==> src/rtl/fifo_rd_stream_if.sv <==
// Valid/ready word stream leaving the FIFO read-side drain controller.
// A word transfers on any rising clock edge where m_valid && m_ready; the master holds
// m_data stable while m_valid && !m_ready.
interface fifo_rd_stream_if #(
  parameter int data_width = 8
);
  logic                  m_valid;
  logic [data_width-1:0] m_data;
  logic                  m_ready;

  modport master (
    output m_valid,
    output m_data,
    input  m_ready
  );

  modport slave (
    input  m_valid,
    input  m_data,
    output m_ready
  );
endinterface

==> src/rtl/fifo_rd_stream.sv <==
// Read-side drain controller: pops the async FIFO, absorbs its one-cycle read latency in a
// 2-entry in-order buffer (head/tail) and streams the words out under backpressure.
module fifo_rd_stream #(
  parameter int data_width = 8,
  parameter int ptr_width  = 8
) (
  input  logic                  rclk,
  input  logic                  r_rst,
  input  logic                  enable,
  input  logic                  empty,
  input  logic [data_width-1:0] data_out,
  output logic                  r_en,
  fifo_rd_stream_if.master      m,
  output logic [ptr_width:0]    rd_count,
  output logic                  rd_err,
  output logic [1:0]            dbg_occ,
  output logic                  dbg_inflight
);

  typedef enum logic [1:0] {
    OCC_0 = 2'd0,
    OCC_1 = 2'd1,
    OCC_2 = 2'd2
  } occ_t;

  localparam logic [ptr_width:0] cnt_one = {{ptr_width{1'b0}}, 1'b1};

  occ_t                  occ;
  occ_t                  occ_next;
  logic                  inflight;
  logic                  pop;
  logic [data_width-1:0] head;
  logic [data_width-1:0] tail;

  assign pop          = m.m_valid && m.m_ready;
  assign m.m_valid    = (occ != OCC_0);
  assign m.m_data     = head;
  assign dbg_occ      = occ;
  assign dbg_inflight = inflight;

  // occ_next = occ + inflight - pop; pop only happens when occ is nonzero
  always_comb begin
    occ_next = occ;
    case (occ)
      OCC_0: if (inflight) occ_next = OCC_1;
      OCC_1: begin
        if (inflight && !pop)      occ_next = OCC_2;
        else if (!inflight && pop) occ_next = OCC_0;
      end
      OCC_2: if (pop && !inflight) occ_next = OCC_1;
      default: occ_next = OCC_0;
    endcase
  end

  // A pop is only issued if its word is guaranteed a slot next cycle.
  always_comb begin
    r_en = 1'b0;
    if (!r_rst && enable && !empty && (occ_next != OCC_2)) r_en = 1'b1;
  end

  always_ff @(posedge rclk or posedge r_rst) begin
    if (r_rst) begin
      occ      <= OCC_0;
      inflight <= 1'b0;
      head     <= '0;
      tail     <= '0;
      rd_count <= '0;
      rd_err   <= 1'b0;
    end else begin
      occ      <= occ_next;
      inflight <= r_en;
      if (r_en) rd_count <= rd_count + cnt_one;
      // Diagnostic only: the in-flight word is still captured below.
      if (inflight && empty) rd_err <= 1'b1;
      // head is always the oldest word; a capture lands in the slot after the tail.
      case (occ)
        OCC_0: if (inflight) head <= data_out;
        OCC_1: begin
          if (inflight) begin
            if (pop) head <= data_out;
            else     tail <= data_out;
          end
        end
        OCC_2: begin
          if (pop) begin
            head <= tail;
            if (inflight) tail <= data_out;
          end
        end
        default: ;
      endcase
    end
  end

endmodule

==> src/flat_wrapper.sv <==
// flat-port wrapper written by rule: the top's interface ports become plain ports
module fifo_rd_stream_flat 
#(
  parameter int data_width = 8,
  parameter int ptr_width  = 8
)
  (rclk, r_rst, enable, empty, data_out, r_en, rd_count, rd_err, dbg_occ, dbg_inflight, m_m_valid, m_m_data, m_m_ready);
  fifo_rd_stream_if #(.data_width(data_width)) m_i ();
  input  logic rclk;
  input  logic r_rst;
  input  logic enable;
  input  logic empty;
  input  logic [data_width-1:0] data_out;
  output logic r_en;
  output logic [ptr_width:0] rd_count;
  output logic rd_err;
  output logic [1:0] dbg_occ;
  output logic dbg_inflight;
  output wire logic [$bits(m_i.m_valid)-1:0] m_m_valid;
  output wire logic [$bits(m_i.m_data)-1:0] m_m_data;
  input wire logic [$bits(m_i.m_ready)-1:0] m_m_ready;
  assign m_m_valid = m_i.m_valid;
  assign m_m_data = m_i.m_data;
  assign m_i.m_ready = m_m_ready;
  fifo_rd_stream #(.data_width(data_width), .ptr_width(ptr_width)) u_core (.rclk(rclk), .r_rst(r_rst), .enable(enable), .empty(empty), .data_out(data_out), .r_en(r_en), .m(m_i), .rd_count(rd_count), .rd_err(rd_err), .dbg_occ(dbg_occ), .dbg_inflight(dbg_inflight));
endmodule
==> config.mk <==
export PLATFORM = sky130hd
export DESIGN_NAME = fifo_rd_stream_flat
export DESIGN_NICKNAME = d
export VERILOG_FILES = /design/src/rtl/fifo_rd_stream_if.sv /design/src/rtl/fifo_rd_stream.sv /design/src/flat_wrapper.sv
export SDC_FILE = /design/constraint.sdc
export NUM_CORES = 1
export LEC_CHECK = 0
export ABC_CLOCK_PERIOD_IN_PS = 2400
export BUFFER_PORTS_ARGS = -buffer_cell sky130_fd_sc_hd__buf_2
export CORE_ASPECT_RATIO = 0.5
export CORE_UTILIZATION = 51
export CTS_CLUSTER_DIAMETER = 40
export DETAILED_ROUTE_END_ITERATION = 6
export PLACE_DENSITY_LB_ADDON = 0.3
export SLEW_MARGIN = 10
export SYNTH_ARGS = -nofsm -noshare
export SYNTH_HDL_FRONTEND = slang
export SYNTH_SLANG_ARGS = --single-unit
==> constraint.sdc <==
create_clock -name rclk -period 2.4 [get_ports rclk]
set_clock_uncertainty 0.15 [all_clocks]
set_input_delay 0.24 -clock rclk [delete_from_list [all_inputs] [get_ports rclk]]
set_output_delay 0.24 -clock rclk [all_outputs]
set_load 0.05 [all_outputs]
# == After elaboration in Yosys (flattened, before gate mapping) ==
# Cells that the tools add are included.
# totals
reg_bits,29
wordCells,48
input_bits,13
output_inout_bits,23
# classes
reduce_logical,17
eq_ne,9
muxes,15
addsub,1
# ops
op,n
$mux W8,7
$pmux W8 S3,1
$pmux W8 S2,1
$ne A2 B1 Y1 const B,5
$reduce_and A5 Y1,2
$add A9 B1 Y9 const B,1
$mux W2,4
$logic_and A1 B1 Y1,7
$pmux W2 S3,1
$logic_not A1 Y1,4
$ne A2 B2 Y1 const B,2
$reduce_bool A2 Y1,2
$reduce_bool A3 Y1,1
$eq A2 B1 Y1 const B,1
$eq A2 B2 Y1 const B,1
$logic_not A2 Y1,1
$mux W1,1

# == Depth between registers and ports, before layout ==
# Gate-level depths: netlist of run 1.
# logic_depth
ltp_word,9
mapped_depth,9
depth_no_buf,8

# == Worst setup path after synthesis of run 1 ==
# OpenSTA, ideal clock, no wires.
# synth_path
kind,reg-to-reg
startpoint,"register u_core.occ[0], in the netlist u_core.dbg_occ[0]"
endpoint,register u_core.rd_count[1]
period_less_slack_ns,2.787
path_stages_with_launch,8
setup_ns,0.125
arrival_time_ns,2.512
path_buffers,0
setup_slack_ns,-0.387
required_ns,2.125
path_cell_list,dfrtp_1 > inv_1 > ha_1 > inv_1 > nand2_1 > a221oi_2 > a21oi_4 > mux2_2
# synth_via
elab_chain_cells,9
elab_cells_between_ends,16
classes_between,3 x eq/ne; 6 x mux; 7 x reduce/logical
# synth_rtl
item,line,text
from (decl),fifo_rd_stream.sv:28,occ_t occ;
from (signal assigned),fifo_rd_stream.sv:70,occ <= occ_next;
$reduce_bool A2 Y1 *,fifo_rd_stream.sv:36,assign m.m_valid = (occ != OCC_0);
via m_m_valid,flat_wrapper.sv:19,output wire logic [$bits(m_i.m_valid)-1:0] m_m_valid;
$logic_and A1 B1 Y1 *,fifo_rd_stream.sv:35,assign pop = m.m_valid && m.m_ready;
$logic_and A1 B1 Y1 / $logic_not A1 Y1 (equally long branches),"fifo_rd_stream.sv:48, fifo_rd_stream.sv:50, fifo_rd_stream.sv:47",
$mux W2 / $logic_and A1 B1 Y1 (equally long branches),"fifo_rd_stream.sv:48, fifo_rd_stream.sv:47",
$mux W2,fifo_rd_stream.sv:47,if (inflight && !pop) occ_next = OCC_2;
$pmux W2 S3 *,fifo_rd_stream.sv:44,case (occ)
$ne A2 B2 Y1 *,fifo_rd_stream.sv:58,if (!r_rst && enable && !empty && (occ_next != OCC_2)) r_en = 1'b1;
$logic_and A1 B1 Y1 *,fifo_rd_stream.sv:58,
$mux W1 *,fifo_rd_stream.sv:58,
via r_en,flat_wrapper.sv:14,output logic r_en;
to (signal assigned),fifo_rd_stream.sv:72,if (r_en) rd_count <= rd_count + cnt_one;
to (decl),fifo_rd_stream.sv:14,"output logic [ptr_width:0] rd_count,"
# The timed path passes the listed nets; every way through them passes the cells marked *.
# A chain may end at the register's enable or synchronous reset.

# == Worst setup path in the final report of run 1 ==
# layout_path
startpoint,"register u_core.occ[1], in the netlist u_core.dbg_occ[1]"
endpoint,output r_en
# layout_via
elab_chain_cells,9
elab_cells_between_ends,16
classes_between,3 x eq/ne; 6 x mux; 7 x reduce/logical
# layout_rtl
item,line
$reduce_bool A2 Y1,fifo_rd_stream.sv:36
$logic_and A1 B1 Y1,fifo_rd_stream.sv:35
$logic_and A1 B1 Y1 / $logic_not A1 Y1 (equally long branches),"fifo_rd_stream.sv:48, fifo_rd_stream.sv:50, fifo_rd_stream.sv:47"
$mux W2 / $logic_and A1 B1 Y1 (equally long branches),"fifo_rd_stream.sv:48, fifo_rd_stream.sv:47"
$mux W2,fifo_rd_stream.sv:47
$pmux W2 S3 *,fifo_rd_stream.sv:44
$ne A2 B2 Y1 *,fifo_rd_stream.sv:58
$logic_and A1 B1 Y1 *,fifo_rd_stream.sv:58
$mux W1 *,fifo_rd_stream.sv:58
to (decl),flat_wrapper.sv:14
# Mark *: on every way between the ends. The rest lies on a longest branch, timed or not.

==> metrics.md, run 1 <==
| Metric | Value |
|---|---|
| Final GP Congestion | 0.891 |
| Setup crit end kind | output port |
| Post-Syn Area | between 1000 and 1500 um^2 |
| Largest net degree at the start of global routing | 17 |
| Period utilization | 97.8% |
| Post-synth EDFFs | 0 |
| Register area | 728 um^2 |
| DR DRC count | 0 |
| Highest clock rate | between 400 and 500 MHz |
| Placed Cells | 190 |
| Vias | around 1100 |
| Reg-to-Reg End | u_core.rd_count[1] |
| Total of max-cap violations | 0 |
| Clk_lat worst skew | around 280 ps |
| Hold Crit Class | input pin to register |
| # rows | 12 |
| CTS max path bufs | 2 |
| CP Class | register to output port |
| Post-synth top area share | roughly 53% |
| Status | finished clean |
| HPWL Detailed | around 2.1 mm |
| GRT overflow | 0 |
| Tightest Pin Transition | a little under 600 ps |
| Design Area, Final | approximately 1800 um^2 |
| CTS tree | done |
| Reg clk slew, reported paths | ~60 ps |
| Core area | roughly 2400 um^2 |
| Initial antenna violation count | 0 |
| Largest delay share family, worst path | flip-flops |
| DR vias/cell | around 5.4 |
| CP cell instances | inv_4 > ha_4 > or3b_1 > a21oi_2 > a221oi_2 > buf_4 > a21oi_4 > buf_6 |
| P_leak | around 0.82 nW |
| Critical path data required time | ~2000 ps |
| Syn nets | approximately 140 |
| Pre-antenna DRT Iters | 4 |
| Non-filler cells, final | ~200 |
| Detail Route Antenna Nets | 0 |
| Die width | 75.5 um |
| Min-Delay Endpoint | u_core.rd_err |
| Most common cell in the synthesized netlist | dfrtp_1 |
| Ys async rst share | 100% |
| CTS Buf Count | 5 |
| Io pins | 36 |
| Drt initial violations | between 50 and 60 |
| Slew HR | around three fifths |
| Final setup vio count | 0 |
| Clock Tree Root | clkbuf_8 |
| Vias in the first global route | approximately 1100 |
| Worst Path Arrival | between 1500 and 2000 ps |
| Ratio of cells with drive above 1 in the final layout | approximately 44% |
| Post-synthesis sequential area ratio | a little over half |
| Main area contributors after synthesis | dfrtp_1 (53%), mux2_2 (7.4%), mux2i_1 (5.8%) |
| FF-to-FF Start | u_core.dbg_occ[1] |
| HP Start | empty |
| Final setup TNS | 0 ps |
| Crit path depth | 8 |
| Fin. max-slew vios | 0 |
| Initial Utilization | between 50% and 60% |
| Wire length per cell | between 10 and 15 um |
| GRT Total Usage | between 20% and 30% |
| Die height | 38.7 um |
| Pwr Density | 1410 nW/um^2 |
| VDD IR max | 0.983 mV |
| Antenna Cells | 0 |
| Post-Route WL | approximately 3.0 mm |
| Top cells by count, synth | dfrtp_1 (29), nor2_1 (12), a21oi_1 (9), mux2_2 (9), mux2i_1 (8) |
| Final Hold Vio Count | 0 |
| Synth Register Bits | 29 |
| Syn Inst Count | 119 |
| DP Area | approximately 1600 um^2 |
| Yosys cell types | 29 |
| CP peak stage delay | 420 ps |
| Hold Path Cell Cnt | 2 |
| CTS Sinks | 29 |
| Top FF cell, synth | dfrtp_1 |
| Worst Path Max Fanout | 2 |
| # nets final | 185 |
| Full die area | just under 3000 um^2 |
| Dominant cell type by area after synthesis | dfrtp_1 |
| First-pass GRT wire length | between 4 and 5 mm |
| Worst path bufs/invs | 3 |
| Slowest cell on the critical path | dfrtp_2 |
| Fillcell total | around 170 |
| Final core utilization | 75.6% |
| Crit start category | register |
| Crit path time final | about 2300 ps |
| H-tree depth | 2 |
| Yosys warning total | 0 |
| Reg-to-reg slack, setup | between 100 and 150 ps |
| Syn-to-layout area delta | 30.3% |
| Reg2Reg Depth | 9 |
| Multi-input combinational cell area | about 650 um^2 |
| I/O Buffers | 35 |
| Average cell area after synthesis | around 12 um^2 |
## metal layers
metal | up-vias | GRT usage, % | wire, um
li1 | 511 | - | -
met1 | 533 | 28.6 | 1300
met2 | 37 | 40.6 | 1430
met3 | 11 | 9.64 | 181
met4 | 0 | 11.1 | 65
met5 | - | 0 | 0
## sequential cells by signal (all words and copies together) (netlist names)
name,count
u_core.dbg_occ,2
u_core.rd_err,1
u_core.tail,8
u_core.rd_count,9
u_core.dbg_inflight,1
u_core.m.m_data,8
## how the worst max path moves through the flow
stage                       from            endpoint  slack [ps]
4_1_cts        u_core.dbg_occ[1]                r_en          10
2_1_floorplan  u_core.dbg_occ[0]  u_core.rd_count[6]         -90
5_1_grt        u_core.dbg_occ[0]                r_en          -8
3_5_place_dp   u_core.dbg_occ[1]                r_en         100
3_3_place_gp   u_core.dbg_occ[1]                r_en         150
6_report       u_core.dbg_occ[1]                r_en          50
## power by group
part	leakage [nW]	switching (mW)	internal [mW]	total (mW)
sequential	0.348	0.140	0.683	0.823
combinational	0.433	0.864	0.442	1.31
clock	0.0443	0.167	0.227	0.394
## cells in the final DEF (no fill, tap or decap), types with 2 or more instances in the layout
cell type   n
ha_4        2
and3_1      3
o21ai_2     2
a21oi_1     9
xnor2_1     7
mux2_2      8
inv_1       3
buf_2      34
dfrtp_1    27
mux2i_1     8
nand4_1     5
buf_4       8
nand2_1     5
dfrtp_2     2
ha_1        3
clkbuf_8    6
nor2_1     12
nor2b_1     2
## through the flow
stage | setup WS, ps | total power [mW] | hold WS [ps]
6_report | 53.2 | 2.52 | 42.9
5_1_grt | -8.17 | 2.66 | 46.6
4_1_cts | 10.0 | 2.51 | 32.8
3_5_place_dp | 104 | 2.07 | 194
3_3_place_gp | 153 | 2.02 | 182
2_1_floorplan | -86.7 | 1.78 | 168
## repair_timing
item                                    CTS  global route
buffers inserted                          4             0
hold buffers                              1             0
pin swaps                                 3             2
resized for setup                         4             4
hold endpoints to repair                 15             0
endpoints found under the setup margin    1             3
## kinds of logic (layout without fill, tap and decap cells)
kind of cell               Yosys count  in the layout  synth area share, %
muxes                               17             17                 13.2
and+or+nand+nor                     32             32                 11.4
xor gates and xnor gates             8              8                 5.09
adders and majority gates            5              5                 4.55
DFF                                 29             29                 52.7
buffers and inverters                9             57                 3.09
AOI/OAI and AO/OA                   19             19                 10.0
## layout make-up
class / instances / share of cell area, %
inverters: 6 / 1.61
repair buffers: 44 / 14.0
flip-flops and latches: 29 / 40.6
well taps: 35 / 2.44
multi-input cells: 81 / 36.5
clock buffers: 7 / 4.82
No activity file was read; power rests on OpenSTA's default activity.
==> run 2: changes to the inputs <==
BUFFER_PORTS_ARGS = -buffer_cell sky130_fd_sc_hd__buf_4   (was -buffer_cell sky130_fd_sc_hd__buf_2)
==> run 2 against run 1 <==
Non-clock buffer count is 2 lower. Final cell count is 0.50% lower. Flip-flop and latch count stayed put. Die area stayed put. Sequential power is 2% higher. Global-route usage is 0.33 points higher. Routed wire length is 4.9% higher. Worst hold slack better by 1.8 ps. Critical path type unchanged. Highest routed layer unchanged.
==> metrics.md, run 2 (synthesis gave the netlist of run 1 again) <==
| Metric | Value |
|---|---|
| Status | finished clean (unchanged) |
| Largest net degree at the start of global routing | 20 (was 17) |
| Post-Route WL | 3.12 mm (was 2.98 mm) |
| Final setup vio count | 0 (unchanged) |
| Syn-to-layout area delta | 37.4% (was 30.3%) |
| CP Class | register to output port (unchanged) |
| Crit path launch | u_core.dbg_occ[1] (unchanged) |
| Internal cell power | 1.53 mW (was 1.35 mW) |
| DR vias/cell | 5.46 (was 5.41) |
| First-pass GRT wire length | 4.77 mm (was 4.80 mm) |
| # rows | 12 (unchanged) |
| Worst setup slack after layout | 85.5 ps (was 53.2 ps) |
| Worst Path Max Fanout | 6 (was 2) |
| Initial antenna violation count | 0 (unchanged) |
| Core area | 2370 um^2 (unchanged) |
| Comb pwr share | 50.0% (was 51.8%) |
| CTS Sinks | 29 (unchanged) |
| Antenna Cells | 0 (unchanged) |
| H-tree depth | 2 (unchanged) |
| Largest register FFs | 9 (unchanged) |
| Min-Delay Endpoint | u_core.rd_err (unchanged) |
| CTS max path bufs | 2 (unchanged) |
| Fin. max-slew vios | 0 (unchanged) |
| Io pins | 36 (unchanged) |
| Wire length per cell | 15.5 um (was 14.7 um) |
| Clock Tree Root | clkbuf_8 (unchanged) |
| Reg power frac | 30.9% (was 32.6%) |
| Pre-antenna DRT Iters | 4 (unchanged) |
| Full die area | 2920 um^2 (unchanged) |
| Crit start category | register (unchanged) |
| Vias in the first global route | 1041 (was 1076) |
| Die width | 75.5 um (unchanged) |
| CTS tree | done (unchanged) |
| Total power | 2.71 mW (was 2.52 mW) |
| Pwr Density | 1440 nW/um^2 (was 1410 nW/um^2) |
| Reg2Reg Depth | 8 (was 9) |
| Drt initial violations | 63 (was 54) |
| Ratio of cells with drive above 1 in the final layout | 42.8% (was 44.3%) |
| RSZ-0062 raised after global routing | no |
| Hold Path Cell Cnt | 2 (unchanged) |
| Fillcell total | 161 (was 166) |
| Critical path data required time | 2010 ps (about the same) |
| Worst Path Arrival | 1920 ps (was 1960 ps) |
| Period utilization | 96.4% (was 97.8%) |
| GRT overflow | 0 (unchanged) |
| Highest clock rate | 432 MHz (was 426 MHz) |
| # nets final | 183 (was 185) |
| Detail Route Antenna Nets | 0 (unchanged) |
| Total of max-cap violations | 0 (unchanged) |
| Most frequent cells in the layout | buf_4 (40), dfrtp_1 (27), nor2_1 (12) (was buf_2 (34), dfrtp_1 (27), nor2_1 (12)) |
| Switch Pwr | 1.19 mW (was 1.17 mW) |
| Reg clk slew, reported paths | 60 ps (about the same) |
| Reg-to-reg slack, setup | 160 ps (was 130 ps) |
| Final Hold Vio Count | 0 (unchanged) |
| GRT Total Usage | 24.8% (was 24.5%) |
| P_leak | 0.859 nW (was 0.825 nW) |
| I/O Buffers | 35 (unchanged) |
| Slew HR | 67.6% (was 61.2%) |
| HP Start | empty (unchanged) |
| Placed Cells | 190 (unchanged) |
| Crit path time final | 2310 ps (was 2350 ps) |
| Reg-to-Reg End | u_core.rd_count[1] (unchanged) |
| VDD IR max | 0.876 mV (was 0.983 mV) |
| Tightest Pin Transition | 486 ps (was 581 ps) |
| Net Sw Frac | 43.7% (was 46.4%) |
| Setup crit end kind | output port (unchanged) |
| Place WS | 145 ps (was 104 ps) |
| DR DRC count | 0 (unchanged) |
| Non-filler cells, final | 201 (was 202) |
| Final GP Congestion | 0.835 (was 0.891) |
| HPWL Detailed | 2.04 mm (was 2.08 mm) |
| Die height | 38.7 um (unchanged) |
| CTS Buf Count | 5 (unchanged) |
| FF-to-FF Start | u_core.dbg_occ[1] (unchanged) |
| Most common cell after layout, fill and taps aside | buf_4 (was buf_2) |
| Hold Crit Class | input pin to register (unchanged) |
| Top reg by flops | u_core.rd_count (unchanged) |
| Clock power frac | 19.2% (was 15.6%) |
| Vias | 1098 (was 1092) |
| Clk_lat worst skew | 280 ps (about the same) |
| Initial Utilization | 58.0% (unchanged) |
-- run 2: cell count changes in the layout (fill, tap and decap cells not counted), sizes merged --
| cell | change |
|---|---|
| buf | -2 |
| bufinv | +1 |
-- run 2: power by group through the flow --
stage	registers [mW]	logic, mW	clock network (mW)
floorplan	1.22	0.560	0
global placement	0.819	1.29	0
detailed placement	0.829	1.32	0
CTS	0.831	1.34	0.524
global route	0.852	1.43	0.558
finish	0.837	1.36	0.520
-- run 2: final cells by class --
class                      instances  area, um^2  share of cell area (%)
clock buffer                       7        86.3                    4.57
clock inverter                     1        30.0                    1.59
inverter                           6        31.3                    1.65
multi-input combinational         81         649                    34.3
sequential                        29         728                    38.5
tap                               35        43.8                    2.32
timing repair buffer              42         322                    17.0
-- run 2: worst max-delay path by stage --
stage                               to  slack (ps)  depth (start not counted)
floorplan           u_core.rd_count[6]         -90                          8
global placement                  r_en         200                          7
detailed placement                r_en         150                          7
CTS                               r_en          20                          7
global route                      r_en          20                          7
finish                            r_en          90                          7
-- run 2: through the flow --
stage          setup TNS, ps  utilization [%]  hold WS, ps  cell area (um^2)
2_1_floorplan           -517                -          168              1410
3_5_place_dp               0             72.8          111              1730
3_3_place_gp               0             72.8          106              1730
4_1_cts                    0             79.0         35.7              1870
6_report                   0             79.7         44.7              1890
5_1_grt                    0             79.7         37.1              1890
-- run 2: timing repair --
| item | CTS | global route |
|---|---|---|
| pin swaps | 2 | 2 |
| hold buffers | 1 | 0 |
| endpoints found under the hold margin | 10 | 0 |
| resized for setup | 2 | 3 |
| setup buffers | 1 | 1 |
| setup endpoints to repair | 1 | 1 |
-- run 2: routing by layer --
layer  vias to the layer above  global-route usage [%]  share of wire, %
met5                         -                       0                 0
met3                         6                    11.2               6.1
met1                       541                    29.2                45
li1                        513                       -                 -
met2                        38                    39.7                47
met4                         0                    11.1               1.6
-- run 2: critical path: stages, from the launching register on --
cell	delay, ps
dfrtp_2	430
inv_4	80
ha_4	150
or3b_1	370
a21oi_2	160
a221oi_2	70
a21oi_4	200
buf_6	190
